$ cat src/rtl/mem_gnt_throttler.sv
// Grant throttler between a core's single-port memory interface and an SRAM model.
// Denies requests pseudo-randomly from a 16-bit LFSR, with a cap on consecutive denied cycles.
module mem_gnt_throttler #(
   parameter int unsigned AddrWidth   = 64,
   parameter int unsigned DataWidth   = 64,
   parameter int unsigned StrbWidth   = 8,
   parameter logic [15:0] LfsrSeed    = 16'hACE1,
   parameter logic [4:0]  StallThresh = 5'd4,
   parameter logic [7:0]  MaxStall    = 8'd7
) (
   input  logic                 clk_i,
   input  logic                 rst_i,
   input  logic                 en_i,
   input  logic                 core_req_i,
   input  logic [AddrWidth-1:0] core_addr_i,
   input  logic [DataWidth-1:0] core_wdata_i,
   input  logic [StrbWidth-1:0] core_strb_i,
   input  logic                 core_we_i,
   output logic                 core_gnt_o,
   output logic [DataWidth-1:0] core_rdata_o,
   output logic                 sram_req_o,
   output logic [AddrWidth-1:0] sram_addr_o,
   output logic [DataWidth-1:0] sram_wdata_o,
   output logic [StrbWidth-1:0] sram_strb_o,
   output logic                 sram_we_o,
   input  logic [DataWidth-1:0] sram_rdata_i,
   output logic [31:0]          grant_cnt_o,
   output logic [31:0]          stall_cnt_o,
   output logic                 proto_err_o
);

   // state | meaning
   // IDLE  | no denied request outstanding; grant decided by the LFSR draw alone
   // STALL | current request already denied; fields captured, run_q = cycles denied so far

   typedef enum logic {
      IDLE  = 1'b0,
      STALL = 1'b1
   } state_t;

   state_t               state_q, state_d;
   logic [15:0]          lfsr_q;
   logic [15:0]          lfsr_d;
   logic [7:0]           run_q, run_d;
   logic [AddrWidth-1:0] cap_addr_q;
   logic [DataWidth-1:0] cap_wdata_q;
   logic [StrbWidth-1:0] cap_strb_q;
   logic                 cap_we_q;
   logic                 cap_load;
   logic                 perr_set;
   logic                 lfsr_pass;
   logic                 run_capped;
   logic                 grant_ok;
   logic                 stall_cyc;
   logic                 fields_diff;
   logic [31:0]          grant_cnt_q, stall_cnt_q;
   logic                 proto_err_q;

   assign lfsr_d      = {lfsr_q[14:0], lfsr_q[15] ^ lfsr_q[13] ^ lfsr_q[12] ^ lfsr_q[10]};
   assign lfsr_pass   = ({1'b0, lfsr_q[3:0]} >= StallThresh);
   assign run_capped  = (state_q == STALL) && (run_q == MaxStall);
   assign fields_diff = (core_addr_i  != cap_addr_q)  ||
                        (core_wdata_i != cap_wdata_q) ||
                        (core_strb_i  != cap_strb_q)  ||
                        (core_we_i    != cap_we_q);

   always_ff @(posedge clk_i or posedge rst_i) begin
      if (rst_i) begin
         state_q <= IDLE;
         run_q   <= '0;
         lfsr_q  <= LfsrSeed;
      end else begin
         state_q <= state_d;
         run_q   <= run_d;
         lfsr_q  <= lfsr_d;
      end
   end

   always_comb begin
      state_d  = state_q;
      run_d    = run_q;
      cap_load = 1'b0;
      perr_set = 1'b0;
      case (state_q)
         IDLE: begin
            if (core_req_i && !grant_ok) begin
               state_d  = STALL;
               run_d    = 8'd1;
               cap_load = 1'b1;
            end
         end
         STALL: begin
            if (!core_req_i) begin
               state_d  = IDLE;
               run_d    = '0;
               perr_set = 1'b1;
            end else begin
               perr_set = fields_diff;
               if (grant_ok) begin
                  state_d = IDLE;
                  run_d   = '0;
               end else begin
                  run_d = run_q + 8'd1;
               end
            end
         end
         default: begin
            state_d = IDLE;
            run_d   = '0;
         end
      endcase
   end

   // Grant is forced low while reset is asserted, even with throttling disabled.
   always_comb begin
      grant_ok   = ~en_i | lfsr_pass | run_capped;
      core_gnt_o = core_req_i & grant_ok & ~rst_i;
      stall_cyc  = core_req_i & ~grant_ok;
   end

   always_ff @(posedge clk_i or posedge rst_i) begin
      if (rst_i) begin
         cap_addr_q  <= '0;
         cap_wdata_q <= '0;
         cap_strb_q  <= '0;
         cap_we_q    <= 1'b0;
      end else if (cap_load) begin
         cap_addr_q  <= core_addr_i;
         cap_wdata_q <= core_wdata_i;
         cap_strb_q  <= core_strb_i;
         cap_we_q    <= core_we_i;
      end
   end

   always_ff @(posedge clk_i or posedge rst_i) begin
      if (rst_i) begin
         grant_cnt_q <= '0;
         stall_cnt_q <= '0;
         proto_err_q <= 1'b0;
      end else begin
         if (core_gnt_o && (grant_cnt_q != 32'hFFFF_FFFF)) begin
            grant_cnt_q <= grant_cnt_q + 32'd1;
         end
         if (stall_cyc && (stall_cnt_q != 32'hFFFF_FFFF)) begin
            stall_cnt_q <= stall_cnt_q + 32'd1;
         end
         if (perr_set) begin
            proto_err_q <= 1'b1;
         end
      end
   end

   assign core_rdata_o = sram_rdata_i;
   assign sram_req_o   = core_gnt_o;
   assign sram_addr_o  = core_addr_i;
   assign sram_wdata_o = core_wdata_i;
   assign sram_strb_o  = core_strb_i;
   assign sram_we_o    = core_we_i & core_gnt_o;
   assign grant_cnt_o  = grant_cnt_q;
   assign stall_cnt_o  = stall_cnt_q;
   assign proto_err_o  = proto_err_q;

endmodule

$ cat config.mk
export PLATFORM = sky130hd
export DESIGN_NAME = mem_gnt_throttler
export DESIGN_NICKNAME = d
export VERILOG_FILES = /design/src/rtl/mem_gnt_throttler.sv
export SDC_FILE = /design/constraint.sdc
export NUM_CORES = 1
export LEC_CHECK = 0
export ABC_CLOCK_PERIOD_IN_PS = 19100
export BUFFER_PORTS_ARGS = -buffer_cell sky130_fd_sc_hd__buf_2
export CORE_AREA = 2 2 184 186
export CTS_CLUSTER_SIZE = 16
export DETAILED_ROUTE_END_ITERATION = 10
export DIE_AREA = 0 0 186 188
export HOLD_SLACK_MARGIN = 0.1
export MAX_ROUTING_LAYER = met4
export PLACE_DENSITY_LB_ADDON = 0.2
export SYNTH_ARGS = -nofsm -noshare
export SYNTH_HDL_FRONTEND = slang
export SYNTH_SLANG_ARGS = --single-unit
$ cat constraint.sdc
create_clock -name clk_i -period 19.1 [get_ports clk_i]
set_clock_uncertainty 0.2 [all_clocks]
set_input_delay 3.82 -clock clk_i [delete_from_list [all_inputs] [get_ports clk_i]]
set_output_delay 3.82 -clock clk_i [all_outputs]
set_load 0.05 [all_outputs]
==> qor.tcl, run 1 <==
set qor(outcome) {finished clean}
set qor(irDropWorstVdd_mv) 0.0793
set qor(crit_fanout) 103
set qor(port-buffer-count) 344
set qor(drtIter0Drc) 351
set qor(min_to) {lfsr_q[15]}
set qor(ys_seq_elements) 227
set qor(worstReg2RegEnd) {cap_wdata_q[13]}
set qor(synth_area_leader_cell) {sky130_fd_sc_hd__dfrtp_1}
set qor(yosys-top-cells-count) {sky130_fd_sc_hd__dfrtp_1 (219), sky130_fd_sc_hd__buf_4 (201), sky130_fd_sc_hd__mux2_2 (107), sky130_fd_sc_hd__xor2_1 (93), sky130_fd_sc_hd__inv_1 (68)}
set qor(timing.critical_path.mode_cell) {sky130_fd_sc_hd__buf_2}
set qor(report.final.setup_viol) 0
set qor(post_synthesis_instance_area_um2) 12100
set qor(worst_pin_slew_ns) 1.17
set qor(synth.distinct_cells) 49
set qor(peak_per_stage_delay_on_the_critical_path_ns) 0.53
set qor(timing_max_transition_violations_final) 0
set qor(worstPathCellList) {buf_2, inv_8, nand2_1, a21o_1, inv_1, and2_1, buf_2}
set qor(cts_root_buffer) {sky130_fd_sc_hd__clkbuf_16}
set qor(timing.fmax_mhz) 105
set qor(rsz0062_at_grt) {no}
set qor(worstSkewPairLatency_ns) 0.54
set qor(tritoncts.num_buffers) 27
set qor(post_synth_inst_count) 1126
set qor(avgViaCountPerCell) 4.71
set qor(clkTransAtPathRegs_ns) 0.05
set qor(min_period_ns) 9.54
set qor(critPathLaunchType) {input port}
set qor(worst_reg2reg_path_startpoint) {run_q[0]}
set qor(slew_headroom_pct) 21.7
set qor(total_iterations_of_the_first_detailed_routing_run) 4
set qor(synth_top_area_share_pct) 45.3
set qor(critical_path.slowest_cell) {sky130_fd_sc_hd__inv_8}
set qor(route.detailed.wl_per_inst_um) 16.7
set qor(cp_arrival_ns) 5.52
set qor(timing.hold.worst_path_depth) 0
set qor(hold_buffers) 0
set qor(top_level_ports) 473
set qor(cts.repair_timing.setup_buffer_count) 0
set qor(antenna_violating_nets_post_route) 0
set qor(final_cells) 1747
set qor(ys_top_cells_by_area) {sky130_fd_sc_hd__dfrtp_1 (45%), sky130_fd_sc_hd__buf_4 (12%), sky130_fd_sc_hd__mux2_2 (10%)}
set qor(synth-main-ff-cell) {sky130_fd_sc_hd__dfrtp_1}
set qor(number_of_enable_type_register_cells_in_the_synthesized_netlist) 0
set qor(post_cts_resize_count) 0
set qor(power-per-cell-area_nw_per_um2) 103
set qor(cts_max_path_buffers) 3
set qor(drv.max_cap_violation_count) 0
set qor(report.final.hold_viol_count) 0
set qor(worst-setup-path-type) {input port to output pin}
set qor(leakage_nw) 6.62
set qor(core_area_um2) 33100
set qor(first_global_vias) 7830
set qor(setup.reg_to_reg.worst_slack_ns) 15.15
set qor(diodes) 0
set qor(clock_sink_count) 227
set qor(row_count) 67
set qor(hpwl_um) 21900
set qor(dp_cells) 1699
set qor(worstSetupEndpointType) {output pin}
set qor(proportion_of_layout_cells_with_a_drive_suffix_above_1_pct) 40.0
set qor(most_frequently_used_cell_type_in_the_post_synthesis_netlist) {sky130_fd_sc_hd__dfrtp_1}
set qor(floorplan.die.width_um) 186
set qor(dr_total_vias) 8233
set qor(clock_tree.htree_level_count) 1
set qor(tritoncts) {built}
set qor(grt_overflow) 0
set qor(area_growth_pct) 13.6
set qor(die_h_um) 188
set qor(grt_util_all_layers_pct) 17.0
set qor(required_ns) 15.08
set qor(totalWireLength_um) 29200
set qor(critPathBufInv) 4
set qor(hold_ws_ns) 0.150
set qor(finalCritPeriodShare_pct) 49.9
set qor(cp_top_family) {buffers and inverters}
set qor(synth_nets) 1334
set qor(initial_utilization_pct) 36.5
set qor(gpl.final_weighted_congestion) 0.752
set qor(grt_start_max_net_pins) 104
set qor(hp-class) {register to register}
set qor(design.die.area_um2) 35000
set qor(initial_antenna_violation_count) 1
set qor(async_set_or_reset_register_ratio_after_synthesis_pct) 100
set qor(layout.nets) 1488
set qor(synth-warning-count) 0
set qor(min-delay-start) {lfsr_q[14]}
set qor(fin_tns_setup_ns) 0
set qor(drt_drc_violations_left) 0
set qor(avgSynthCellArea_um2) 10.7
set qor(rr_worst_depth) 8
set qor(grt_first_pass_wirelength_um) 44800
set qor(synth_seq_area_share_pct) 47.0
[layout make-up]
type / count / area (um2)
clock inverter: 10 / 131
clock buffer: 38 / 787
inverter: 69 / 267
tap: 448 / 561
timing repair buffer: 348 / 1750
sequential: 227 / 5690
multi-input combinational: 607 / 4550
fill: 3226 / 19400
[kinds of logic after synthesis]
| family | Yosys count | share of synthesized area [%] |
|---|---|---|
| buffers and inverters | 292 | 15.4 |
| AND/OR/NAND/NOR | 247 | 11.0 |
| flip-flops | 227 | 47.0 |
| XOR/XNOR | 141 | 10.2 |
| AO/OA/AOI/OAI | 108 | 6.05 |
| multiplexers | 108 | 10.0 |
| adder cells (fa/ha/maj) | 3 | 0.310 |
[worst register-to-register path, delay by kind of cell (launching register included)]
| kind | cells | cell delay (ns) |
|---|---|---|
| buffers and inverters | 2 | 1.74 |
| multiplexers | 1 | 0.46 |
| flip-flops | 1 | 0.40 |
| AND/OR/NAND/NOR | 4 | 0.79 |
| adder cells (fa/ha/maj) | 1 | 0.26 |
[per-stage QoR]
step | util, % | setup WS (ns) | cell area (um2) | power (W)
6_report | 41.5 | 9.56 | 13700 | 0.00141
5_1_grt | 41.5 | 9.32 | 13700 | 0.00149
4_1_cts | 41.5 | 9.50 | 13700 | 0.00144
3_5_place_dp | 38.7 | 9.50 | 12800 | 0.000901
3_3_place_gp | 38.7 | 9.52 | 12800 | 0.000896
2_1_floorplan | - | 4.82 | 12100 | 0.000865
[layout by cell type, fill, tap and decap left out, types with 4 or more instances in the layout]
cell,netlist,final
sky130_fd_sc_hd__xnor2_1,48,48
sky130_fd_sc_hd__nor4_1,24,24
sky130_fd_sc_hd__clkinv_2,0,5
sky130_fd_sc_hd__a22o_1,7,7
sky130_fd_sc_hd__a2111oi_0,8,8
sky130_fd_sc_hd__clkbuf_1,15,4
sky130_fd_sc_hd__a221oi_1,5,5
sky130_fd_sc_hd__nand3_1,28,28
sky130_fd_sc_hd__o2111ai_1,5,5
sky130_fd_sc_hd__buf_4,201,4
sky130_fd_sc_hd__clkbuf_8,0,7
sky130_fd_sc_hd__xor2_1,93,93
sky130_fd_sc_hd__dfrtp_1,219,219
sky130_fd_sc_hd__nor2_1,27,26
sky130_fd_sc_hd__clkbuf_16,0,27
sky130_fd_sc_hd__a31oi_1,6,6
sky130_fd_sc_hd__nand2_1,59,59
sky130_fd_sc_hd__mux2_2,107,107
sky130_fd_sc_hd__and4_1,6,6
sky130_fd_sc_hd__and3_1,16,16
sky130_fd_sc_hd__o21ai_0,32,32
sky130_fd_sc_hd__o22ai_1,21,21
sky130_fd_sc_hd__nor3_1,16,16
sky130_fd_sc_hd__o2bb2ai_1,7,7
sky130_fd_sc_hd__inv_1,68,67
sky130_fd_sc_hd__buf_2,7,344
sky130_fd_sc_hd__and2_1,6,6
sky130_fd_sc_hd__a21oi_1,4,4
sky130_fd_sc_hd__nand4_1,25,25
sky130_fd_sc_hd__dfstp_2,8,8
sky130_fd_sc_hd__nor2b_1,9,9
sky130_fd_sc_hd__nand2b_1,19,19
[worst max path at each step]
stage	startpoint	cells past startpoint	endpoint
after detailed placement	rst_i	7	sram_we_o
after global routing	rst_i	7	sram_we_o
after global placement	rst_i	7	sram_we_o
after floorplan	rst_i	5	sram_we_o
final	rst_i	7	sram_we_o
after CTS	rst_i	7	sram_we_o
[flip-flops by register name, indices dropped and copies added (netlist names)]
name / count
cap_addr_q: 64
cap_wdata_q: 64
grant_cnt_o: 32
stall_cnt_o: 32
lfsr_q: 16
cap_strb_q: 8
run_q: 8
cap_we_q: 1
proto_err_o: 1
state_q: 1
[routing by layer]
metal / up-vias / GRT usage (%) / part of all wire [%]
met5: - / - / 0
met4: 0 / 4.91 / 2.3
met3: 64 / 2.27 / 5.0
met2: 240 / 26.8 / 47
met1: 3967 / 22.9 / 45
li1: 3962 / - / -
[report_power, final]
part	switching [W]	internal, W
Combinational	0.000194	0.000107
Clock	0.000200	0.000326
Sequential	0.0000444	0.000543
No activity file was read; power rests on OpenSTA's default activity.
==> run 2: changes to the inputs <==
Settings changed: ABC_CLOCK_PERIOD_IN_PS 19100 to 9850.
Clock period 19.1 ns to 9.85 ns, I/O delays scaled along.
==> qor.tcl, run 2 (synthesized netlist as in run 1, its figures left out) <==
set qor(outcome) {finished clean}
set qor(antenna_violating_nets_post_route) 0
set qor(seq_power_share_pct) 41.9
set qor(worstReg2RegEnd) {cap_addr_q[37]}
set qor(fin_tns_setup_ns) 0
set qor(min-delay-start) {lfsr_q[9]}
set qor(route.detailed.wl_per_inst_um) 16.7
set qor(required_ns) 7.68
set qor(hold_buffers) 0
set qor(timing.hold.worst_path_depth) 0
set qor(top_level_ports) 473
set qor(core_area_um2) 33100
set qor(min_period_ns) 6.07
set qor(most_used_cells_in_the_layout_excluding_fill_and_tap_cells) {sky130_fd_sc_hd__buf_2 (344), sky130_fd_sc_hd__dfrtp_1 (219), sky130_fd_sc_hd__mux2_2 (107)}
set qor(report.final.setup_viol) 0
set qor(finalCritPeriodShare_pct) 61.6
set qor(worst_reg2reg_path_startpoint) {run_q[0]}
set qor(dp_cells) 1699
set qor(reg.largest.list) {cap_addr_q: 64 flops, cap_wdata_q: 64 flops}
set qor(design.die.area_um2) 35000
set qor(slew_headroom_pct) 27.6
set qor(totalWireLength_um) 29200
set qor(critPathLaunchType) {input port}
set qor(clkTransAtPathRegs_ns) 0.06
set qor(power-per-cell-area_nw_per_um2) 198
set qor(timing_max_transition_violations_final) 0
set qor(drv.max_cap_violation_count) 0
set qor(row_count) 67
set qor(report.final.hold_viol_count) 0
set qor(worstSetupEndpointType) {output pin}
set qor(post-place-ws_ns) 3.78
set qor(clock_tree.htree_level_count) 1
set qor(setup.reg_to_reg.worst_slack_ns) 6.12
set qor(first_global_vias) 7951
set qor(hpwl_um) 21700
set qor(post_cts_resize_count) 0
set qor(gpl.final_weighted_congestion) 0.768
set qor(initial_antenna_violation_count) 1
set qor(crit_fanout) 162
set qor(hp-class) {register to register}
set qor(worstSkewPairLatency_ns) 0.53
set qor(final_cells) 1752
set qor(floorplan.die.width_um) 186
set qor(grt_first_pass_wirelength_um) 44900
set qor(worst-setup-path-type) {input port to output pin}
set qor(proportion_of_layout_cells_with_a_drive_suffix_above_1_pct) 39.8
set qor(layout.nets) 1489
set qor(tritoncts) {built}
set qor(final_core_utilization_pct) 41.5
set qor(grt_overflow) 0
set qor(avgViaCountPerCell) 4.69
set qor(clock_power_share_pct) 36.6
set qor(initial_utilization_pct) 36.5
set qor(port-buffer-count) 344
set qor(area_growth_pct) 13.5
set qor(rsz0062_at_grt) {no}
set qor(tritoncts.num_buffers) 28
set qor(cts.repair_timing.setup_buffer_count) 0
set qor(irDropWorstVdd_mv) 0.154
set qor(cts_max_path_buffers) 3
set qor(timing.fmax_mhz) 165
set qor(drtIter0Drc) 261
set qor(worst_pin_slew_ns) 1.08
set qor(leakage_nw) 6.62
set qor(die_h_um) 188
set qor(switching_share_pct) 31.8
set qor(layout_commonest_cell) {sky130_fd_sc_hd__buf_2}
set qor(min_to) {lfsr_q[10]}
set qor(timing.final.ws_setup_ns) 3.78
set qor(grt_util_all_layers_pct) 17.0
set qor(intPower_w) 0.00186
set qor(hold_ws_ns) 0.146
set qor(drt_drc_violations_left) 0
set qor(grt_start_max_net_pins) 163
set qor(dr_total_vias) 8209
set qor(cts_root_buffer) {sky130_fd_sc_hd__clkbuf_16}
set qor(total_iterations_of_the_first_detailed_routing_run) 4
set qor(cp_arrival_ns) 3.90
set qor(rr_worst_depth) 7
set qor(power.combinational.fraction_pct) 21.5
set qor(clock_sink_count) 227
set qor(p_sw_w) 0.000864
[run 2: power by group through the flow]
| stage | logic, W | registers (W) | clock network, W |
|---|---|---|---|
| 6_report | 0.000584 | 0.00114 | 0.000997 |
| 5_1_grt | 0.000633 | 0.00116 | 0.00107 |
| 4_1_cts | 0.000594 | 0.00114 | 0.00103 |
| 3_5_place_dp | 0.000591 | 0.00116 | 0 |
| 3_3_place_gp | 0.000585 | 0.00115 | 0 |
| 2_1_floorplan | 0.000465 | 0.00121 | 0 |
[run 2: worst max path at each step]
stage / endpoint / depth (start not counted) / slack [ns] / start
after floorplan: sram_we_o / 5 / 1.14 / rst_i
after global placement: sram_we_o / 8 / 3.81 / rst_i
after detailed placement: sram_we_o / 8 / 3.78 / rst_i
after CTS: sram_we_o / 8 / 3.78 / rst_i
after global routing: sram_we_o / 8 / 3.59 / rst_i
final: sram_we_o / 8 / 3.78 / rst_i
[run 2: routing by layer]
metal | track usage [%] | share of wire (%) | vias to the layer above
li1 | - | - | 3958
met1 | 22.6 | 45 | 3957
met2 | 27.4 | 48 | 236
met3 | 2.47 | 5.4 | 58
met4 | 3.73 | 1.7 | 0
met5 | - | 0 | -
[run 2: through the flow]
| step | total power (W) | instance area [um2] |
|---|---|---|
| global placement | 0.00174 | 12800 |
| detailed placement | 0.00175 | 12800 |
| CTS | 0.00277 | 13700 |
| global route | 0.00287 | 13700 |
| finish | 0.00272 | 13700 |
| floorplan | 0.00168 | 12100 |
[run 2: cell type report]
class,count,area (um2)
Tap cell,448,561
Inverter,69,263
Antenna cell,1,2.50
Timing Repair Buffer,348,1760
Sequential cell,227,5690
Clock buffer,42,813
Clock inverter,10,86.3
Fill cell,3309,19400
Multi-Input combinational cell,607,4550
[run 2: worst max-delay path, cell delays in order]
cell                         delay, ns
sky130_fd_sc_hd__buf_2            0.11
sky130_fd_sc_hd__clkinvlp_4       0.07
sky130_fd_sc_hd__buf_12           0.58
sky130_fd_sc_hd__nand2_1          0.20
sky130_fd_sc_hd__a21o_1           0.27
sky130_fd_sc_hd__inv_1            0.14
sky130_fd_sc_hd__and2_1           0.14
sky130_fd_sc_hd__buf_2            0.25
